## src/rtl/pb_click_decoder.sv

```systemverilog
// Push-button click classifier: turns debounced press pulses and the held level
// into single-click, double-click and long-press one-cycle pulses.
module pb_click_decoder #(
    parameter int LONG_TICKS = 110,
    parameter int GAP_TICKS  = 55
) (
    input  logic       Clk_220Hz,
    input  logic       reset,
    input  logic       press_pulse,
    input  logic       pb_level,
    output logic       single_click,
    output logic       double_click,
    output logic       long_press,
    output logic       busy,
    output logic [2:0] state_dbg
);

    typedef enum logic [2:0] {
        IDLE   = 3'd0,
        PRESS1 = 3'd1,
        GAP    = 3'd2,
        PRESS2 = 3'd3,
        HOLD   = 3'd4
    } state_t;

    localparam logic [7:0] LONG_LAST = 8'(LONG_TICKS - 1);
    localparam logic [7:0] GAP_LAST  = 8'(GAP_TICKS - 1);

    state_t     state, state_nx;
    logic [7:0] cnt, cnt_nx;
    logic       single_nx, double_nx, long_nx;

    // State register; pulse outputs are registered alongside the state.
    always_ff @(posedge Clk_220Hz) begin
        if (reset) begin
            state        <= IDLE;
            cnt          <= 8'd0;
            single_click <= 1'b0;
            double_click <= 1'b0;
            long_press   <= 1'b0;
        end else begin
            state        <= state_nx;
            cnt          <= cnt_nx;
            single_click <= single_nx;
            double_click <= double_nx;
            long_press   <= long_nx;
        end
    end

    // Next state; cnt is cleared on every transition so it never wraps.
    always_comb begin
        state_nx = state;
        cnt_nx   = cnt;
        unique case (state)
            IDLE: begin
                if (press_pulse) begin
                    state_nx = PRESS1;
                    cnt_nx   = 8'd0;
                end
            end
            PRESS1: begin
                if (!pb_level) begin
                    state_nx = GAP;
                    cnt_nx   = 8'd0;
                end else if (cnt == LONG_LAST) begin
                    state_nx = HOLD;
                    cnt_nx   = 8'd0;
                end else begin
                    cnt_nx = cnt + 8'd1;
                end
            end
            GAP: begin
                if (press_pulse) begin
                    state_nx = PRESS2;
                    cnt_nx   = 8'd0;
                end else if (cnt == GAP_LAST) begin
                    state_nx = IDLE;
                    cnt_nx   = 8'd0;
                end else begin
                    cnt_nx = cnt + 8'd1;
                end
            end
            PRESS2, HOLD: begin
                if (!pb_level) begin
                    state_nx = IDLE;
                    cnt_nx   = 8'd0;
                end
            end
            default: begin
                state_nx = IDLE;
                cnt_nx   = 8'd0;
            end
        endcase
    end

    // Pulse decode mirrors exactly the transitions that classify a gesture.
    always_comb begin
        single_nx = (state == GAP) && !press_pulse && (cnt == GAP_LAST);
        double_nx = (state == PRESS2) && !pb_level;
        long_nx   = (state == PRESS1) && pb_level && (cnt == LONG_LAST);
    end

    assign busy      = (state != IDLE);
    assign state_dbg = state;

endmodule
```

## config.mk

```make
export PLATFORM = sky130hd
export DESIGN_NAME = pb_click_decoder
export DESIGN_NICKNAME = d
export VERILOG_FILES = /design/src/rtl/pb_click_decoder.sv
export SDC_FILE = /design/constraint.sdc
export NUM_CORES = 1
export LEC_CHECK = 0
export ABC_AREA = 1
export CORE_UTILIZATION = 52
export DETAILED_ROUTE_END_ITERATION = 7
export GPL_TIMING_DRIVEN = 0
export PLACE_DENSITY = 0.82
export SLEW_MARGIN = 20
export SYNTH_ARGS = -nofsm -noshare
export SYNTH_HDL_FRONTEND = slang
export SYNTH_SLANG_ARGS = --single-unit
```

## constraint.sdc

```tcl
create_clock -name Clk_220Hz -period 1.35 [get_ports Clk_220Hz]
set_input_delay 0.2025 -clock Clk_220Hz [delete_from_list [all_inputs] [get_ports Clk_220Hz]]
set_output_delay 0.2025 -clock Clk_220Hz [all_outputs]
set_load 0.05 [all_outputs]
```

==> reports/results.tsv, run 1 <==
stage	metric	value	unit
synthesis	synth_cells	119	
detailed_routing	drtIter0Drc	20	
detailed_routing	dr_total_vias	797	
die	rows	13	
worst_setup_path	cp_common_cell	nand2_2	
worst_hold_path	hold_path.class	reg2reg	
timing	finalHoldViolations	0	
synthesis	syn_area_per_cell	6.77	um^2
power	seqPwrFrac	30.2	%
die	die_h	41.4	um
power	p_leak	0.430	nW
timing	fin_skew	0.00556	ns
timing	rsz0062_at_grt	true	
global_routing	grt_pass1_vias	626	
cts	cts_max_path_buffers	2	
worst_setup_path	path_cells	inv_2 > ha_4 > nand2_2 > nor2_2 > nand2_2 > nand2_2 > nand2_4 > buf_4 > nor2_1 > nor2_1	
detailed_routing	wl	1.84	mm
power	p_sw	923	uW
power	vdd_drop_max	1.59	mV
timing	min_period	1.39	ns
global_routing	grtUsageTotal	24.4	%
placed_design	place_congestion	0.838	
global_routing	grt_antenna_before_repair	0	
timing	final-setup-viol-count	5	
worst_setup_path	required	1.53	ns
layout	final_net_count	146	
global_routing	grt_max_degree	10	
die	die_area	0.00171	mm^2
worst_setup_path	crit_family	simple AND/OR/NAND/NOR gates	
power	powerDensity	1810	mW/mm^2
detailed_routing	drt-wirelength-per-cell	12.0	um
layout	layout.cells.non_filler	153	
timing	tns	-0.172	ns
placed_design	dp_hpwl	1.25	mm
timing	finalCritPeriodShare	103	%
placed_design	portBuffers	10	
synthesis	synth_cell_type_count	22	
worst_setup_path	cp-start-kind	flip-flop	
layout	mostFrequentLayoutCells	nand2_1, nor2_1, inv_1	
job	maxCapViolCount	0	
worst_setup_path	critPathArrivalTime	1.58	ns
power	combPwrFrac	53.5	%
layout	n_fill_cell	104	
detailed_routing	drc	0	
run_status	status	complete, but fails checks	
worst_setup_path	critical_path.max_stage_delay	0.37	ns
worst_setup_path	slowest_stage	dfxtp_4	
worst_setup_path	cp_num_buf_inv	2	
detailed_routing	drtPass1Iterations	4	
global_routing	grt_pass1_wl	2.69	mm
worst_setup_path	path_max_fanout	7	
power	switching_share	48.3	%
synthesis	ys.warnings.count	0	
placed_design	dp_cells	144	
placed_design	placed_cell_area	928	um^2
cts	cts_made_buffers	3	
timing	fmax	718	MHz
synthesis	syn-cell-area	806	um^2
die	start_util	59.0	%
layout	drive_gt1_share	32.6	%
layout	n_antenna_cell	0	
die	die_x	41.4	um
worst_setup_path	critPathCaptureType	flip-flop	
cts	clk_pin_slew	0.10	ns
cts	cts_tree	yes	
cts	htree_levels	1	
cts	clock_latency	0.28	ns
layout	mostFrequentLayoutCell	nand2_1	
timing	slew_violations	0	
timing	slew_headroom	68.3	%
layout	stdcell_area	0.00105	mm^2
power	clockPowerShare	16.4	%
worst_setup_path	crit_type	reg2reg	
power	intPower	987	uW
detailed_routing	viasPerCell	5.21	
cts	clockRootBuffer	clkbuf_4	
layout	final_util	77.1	%
timing	timing.final.ws_setup	-0.0423	ns
run_status	violations	setup timing	
cts	cts_sinks	14	
detailed_routing	drtAntennaViolNets	0	
layout	areaGrowthSynthToFinish	30.7	%
synthesis	synth-seq-cells	14	
timing	tightestPinTransition	0.477	ns
synthesis	seq_area_frac_synth	34.8	%
global_routing	grt_overflow	0	
die	coreArea	0.00137	mm^2
synthesis	synth.net_count	126	
die	pin_count	11	
[worst register-to-register path, stage by stage, from the launching register on]
cell and delay [ns]:
dfxtp_4 0.37, inv_2 0.06, ha_4 0.12, nand2_2 0.05, nor2_2 0.13, nand2_2 0.08, nand2_2 0.09, nand2_4 0.10
buf_4 0.15, nor2_1 0.09, nor2_1 0.05
[power by group through the flow]
stage          sequential (mW)  combinational (mW)  clock (mW)
3_5_place_dp             0.567               0.947           0
4_1_cts                  0.559               0.948       0.309
6_report                 0.576                1.02       0.313
3_3_place_gp             0.562               0.928           0
2_1_floorplan            0.683               0.597           0
5_1_grt                  0.589                1.11       0.326
[area by class of cell]
cell class,count,area [um^2],area share [%]
well taps,15,18.8,1.78
inverters,18,70.1,6.65
repair buffers,15,126,12.0
flip-flops and latches,14,292,27.7
multi-input cells,87,510,48.5
clock buffers,4,36.3,3.44
[registers in the layout, summed over array words and instances, names as in the netlist]
| name | cells |
|---|---|
| cnt | 8 |
| double_click | 1 |
| long_press | 1 |
| single_click | 1 |
| state_dbg | 3 |
[logic make-up after synthesis]
kind of cell | after synthesis | synth area share, %
AO/OA/AOI/OAI | 12 | 8.70
XOR/XNOR | 1 | 1.09
flip-flops | 14 | 34.8
adder cells (fa/ha/maj) | 3 | 4.66
buffers and inverters | 18 | 8.38
AND/OR/NAND/NOR | 71 | 42.4
[layer usage]
| metal | global-route usage, % | routed length [um] |
|---|---|---|
| met1 | 34.4 | 886 |
| met2 | 38.7 | 899 |
| met3 | 4.79 | 39 |
| met4 | 4.84 | 13 |
| met5 | 0 | 0 |
[worst paths after layout]
check                              end  startpoint  depth (start not counted)  slack [ns]
worst max-delay path            cnt[0]      cnt[1]                         10       -0.04
worst min-delay path            cnt[7]      cnt[7]                          2        0.50
worst max register to register  cnt[0]      cnt[1]                         10       -0.04
worst min register to register  cnt[7]      cnt[7]                          2        0.50
[synthesized netlist by cell type]
cell | count | area [um^2]
o21ai_0 | 5 | 25.0
inv_1 | 17 | 63.8
nand2_4 | 2 | 22.5
nor3_1 | 1 | 5.00
nand2_1 | 29 | 109
dfxtp_1 | 14 | 280
nor3_2 | 1 | 10.0
ha_1 | 3 | 37.5
nor4_1 | 2 | 12.5
o21ai_2 | 1 | 8.76
xor2_1 | 1 | 8.76
nor2_2 | 2 | 12.5
nand3_1 | 8 | 40.0
nor2_8 | 1 | 20.0
nor2_1 | 20 | 75.1
a21o_1 | 1 | 7.51
nand3_2 | 1 | 10.0
nand2_2 | 4 | 25.0
inv_2 | 1 | 3.75
a21oi_1 | 3 | 15.0
o22ai_1 | 1 | 6.26
o21bai_1 | 1 | 7.51
[timing repair]
item / CTS / global route
buffers inserted: 4 / 1
endpoints found under the hold margin: 0 / 0
hold buffers: 0 / 0
gates cloned: 0 / 0
setup endpoints to repair: 15 / 15
gates resized for setup: 16 / 26
pin swaps: 6 / 10
[per-stage QoR]
| step | total power [mW] | setup WS [ns] | hold slack [ns] |
|---|---|---|---|
| global route | 2.02 | -0.121 | 0.525 |
| floorplan | 1.28 | 0.0539 | 0.272 |
| detailed placement | 1.51 | -0.155 | 0.483 |
| global placement | 1.49 | -0.135 | 0.468 |
| CTS | 1.82 | -0.175 | 0.497 |
| finish | 1.91 | -0.0423 | 0.495 |
(Power assumes the default switching activity.)
==> run 2, diff against run 1 <==
CTS_CLUSTER_SIZE = 40   (was unset)
==> results of run 2 <==
Final layout, timing and power as in run 1 (identical DEF).
==> run 3, diff against run 2 <==
TNS_END_PERCENT = 10   (was unset)
==> run 3 against run 2 <==
The run still ends with setup timing left. Setup slack worse by 0.025 ns. Clock-buffer cell count stayed put. Routed wire length is 6.6% lower. Maximum frequency is 1.8% lower.
==> reports/results.tsv, run 3 (synthesized netlist as in run 1, its figures left out) <==
stage	metric	value	unit	change
power	clockPowerShare	16.5	%	was 16.4%
cts	cts_sinks	14		unchanged
timing	min_period	1.42	ns	was 1.39 ns
job	maxCapViolCount	0		unchanged
detailed_routing	dr_total_vias	802		was 797
global_routing	grt_use_met1	32.0	%	was 34.4%
global_routing	grt_use_met2	37.1	%	was 38.7%
die	die_area	0.00171	mm^2	unchanged
worst_setup_path	path_cells	dlygate4sd2_1		was inv_2 > ha_4 > nand2_2 > nor2_2 > nand2_2 > nand2_2 > nand2_4 > buf_4 > nor2_1 > nor2_1
layout	stdcell_area	0.00104	mm^2	was 0.00105 mm^2
timing	finalHoldViolations	0		unchanged
layout	final_net_count	146		unchanged
global_routing	grt_use_met3	4.79	%	unchanged
power	combPwrFrac	52.2	%	was 53.5%
run_status	status	complete, but fails checks		unchanged
layout	areaGrowthSynthToFinish	29.2	%	was 30.7%
worst_hold_path	min_from	cnt[7]		unchanged
placed_design	placed_cell_area	928	um^2	unchanged
timing	fin_skew	0.00117	ns	was 0.00556 ns
die	die_x	41.4	um	unchanged
layout	regArea	292	um^2	unchanged
die	die_h	41.4	um	unchanged
worst_setup_path	critPathArrivalTime	1.21	ns	was 1.58 ns
timing	rsz0062_at_grt	true		unchanged
worst_setup_path	critical_path.max_stage_delay	0.54	ns	was 0.37 ns
global_routing	grt_antenna_before_repair	0		unchanged
layout	regMostFlops	cnt		unchanged
worst_setup_path	crit_family	buffers and inverters		was simple AND/OR/NAND/NOR gates
timing	tightestPinTransition	0.481	ns	was 0.477 ns
detailed_routing	viasPerCell	5.24		was 5.21
power	vdd_drop_max	1.48	mV	was 1.59 mV
die	start_util	59.0	%	unchanged
power	p_leak	0.431	nW	was 0.430 nW
global_routing	grt_pass1_wl	2.54	mm	was 2.69 mm
global_routing	grt_max_degree	10		unchanged
global_routing	grt_overflow	0		unchanged
detailed_routing	drt-wirelength-per-cell	11.2	um	was 12.0 um
timing	slew_headroom	68.0	%	was 68.3%
layout	multi_input_area	498	um^2	was 510 um^2
cts	clockRootBuffer	clkbuf_4		unchanged
power	p_total	1.85	mW	was 1.91 mW
timing	slew_violations	0		unchanged
worst_setup_path	cp_num_buf_inv	1		was 2
power	p_sw	893	uW	was 923 uW
detailed_routing	drtIter0Drc	12		was 20
timing	finalCritPeriodShare	105	%	was 103%
worst_setup_path	rr_startpoint	cnt[0]		was cnt[1]
worst_setup_path	required	1.15	ns	was 1.53 ns
worst_setup_path	crit_type	reg2out		was reg2reg
placed_design	dp_hpwl	1.25	mm	unchanged
cts	postCtsHoldBufs	0		unchanged
placed_design	dpl_worst_slack	-0.155	ns	unchanged
die	rows	13		unchanged
run_status	violations	setup timing		unchanged
worst_setup_path	slowest_stage	dlygate4sd2_1		was dfxtp_4
cts	cts_made_buffers	3		unchanged
die	pin_count	11		unchanged
detailed_routing	drc	0		unchanged
layout	n_antenna_cell	0		unchanged
timing	final-setup-viol-count	5		unchanged
power	seqPwrFrac	31.3	%	was 30.2%
worst_setup_path	cp-start-kind	flip-flop		unchanged
worst_setup_path	critPathCaptureType	output pin		was flip-flop
worst_setup_path	path_max_fanout	7		unchanged
global_routing	grtUsageTotal	23.2	%	was 24.4%
worst_setup_path	cp-startpoint	state_dbg[0]		was cnt[1]
cts	clock_latency	0.27	ns	was 0.28 ns
placed_design	place_congestion	0.838		unchanged
worst_hold_path	hold_path.class	reg2reg		unchanged
layout	drive_gt1_share	30.4	%	was 32.6%
cts	cts_tree	yes		unchanged
timing	timing.final.ws_setup	-0.0672	ns	was -0.0423 ns
layout	largest_register_ffs	8		unchanged
detailed_routing	drtAntennaViolNets	0		unchanged
global_routing	grt_pass1_vias	595		was 626
cts	cts_max_path_buffers	2		unchanged
power	intPower	960	uW	was 987 uW
detailed_routing	drtPass1Iterations	4		unchanged
die	coreArea	0.00137	mm^2	unchanged
power	switching_share	48.2	%	was 48.3%
layout	mostFrequentLayoutCells	nand2_1, nor2_1, inv_1		unchanged
detailed_routing	wl	1.72	mm	was 1.84 mm
layout	mostFrequentLayoutCell	nand2_1		unchanged
global_routing	top_usage_layer	met2		unchanged
layout	n_fill_cell	109		was 104
timing	fmax	706	MHz	was 718 MHz
cts	clk_pin_slew	0.09	ns	was 0.10 ns
cts	htree_levels	1		unchanged
power	powerDensity	1780	mW/mm^2	was 1810 mW/mm^2
placed_design	portBuffers	10		unchanged
==> run 3: cell types whose count changed in the layout (fill, tap and decap cells not counted), sizes merged <==
cell,previous run,this run
clkdlybuf4s15,4,3
dlygate4sd2,0,1
==> run 3: stage by stage <==
step	std cells	utilization [%]	hold slack [ns]	TNS, ns
after floorplan	119	-	0.272	0
after global placement	144	67.9	0.468	-1.32
after detailed placement	144	67.9	0.483	-1.65
after CTS	148	70.5	0.497	-0.258
after global routing	153	76.2	0.525	-0.970
final	153	76.2	0.495	-0.152
==> run 3: layout make-up <==
cell class / instances / share of cell area (%)
Multi-Input combinational cell: 87 / 47.8
Sequential cell: 14 / 28.0
Timing Repair Buffer: 15 / 11.9
Inverter: 18 / 6.97
Clock buffer: 4 / 3.49
Tap cell: 15 / 1.80
==> run 3: final timing paths <==
| path | to | cells past startpoint | slack, ns |
|---|---|---|---|
| worst max-delay path | state_dbg[0] | 1 | -0.07 |
| worst min-delay path | cnt[7] | 2 | 0.49 |
| worst max register to register | state_dbg[0] | 11 | -0.03 |
| worst min register to register | cnt[7] | 2 | 0.49 |
==> run 3: power groups by stage <==
| stage | Clock, mW | Combinational, mW | Sequential, mW |
|---|---|---|---|
| finish | 0.306 | 0.966 | 0.580 |
| detailed placement | 0 | 0.947 | 0.567 |
| global route | 0.327 | 1.06 | 0.592 |
| floorplan | 0 | 0.597 | 0.683 |
| global placement | 0 | 0.928 | 0.562 |
| CTS | 0.309 | 0.915 | 0.560 |
==> run 3: routing by layer <==
layer / vias to the layer above / routed length [um]
met5: - / 0
met4: 0 / 13
met3: 2 / 93
met2: 25 / 826
met1: 365 / 785
li1: 410 / -
==> run 3: timing repair <==
action / 4_1_cts / 5_1_grt
setup buffers: 0 / 5
gates resized for setup: 13 / 25
endpoints found under the hold margin: 0 / 0
gates cloned: 0 / 0
endpoints found under the setup margin: 15 / 15
pin swaps: 3 / 8
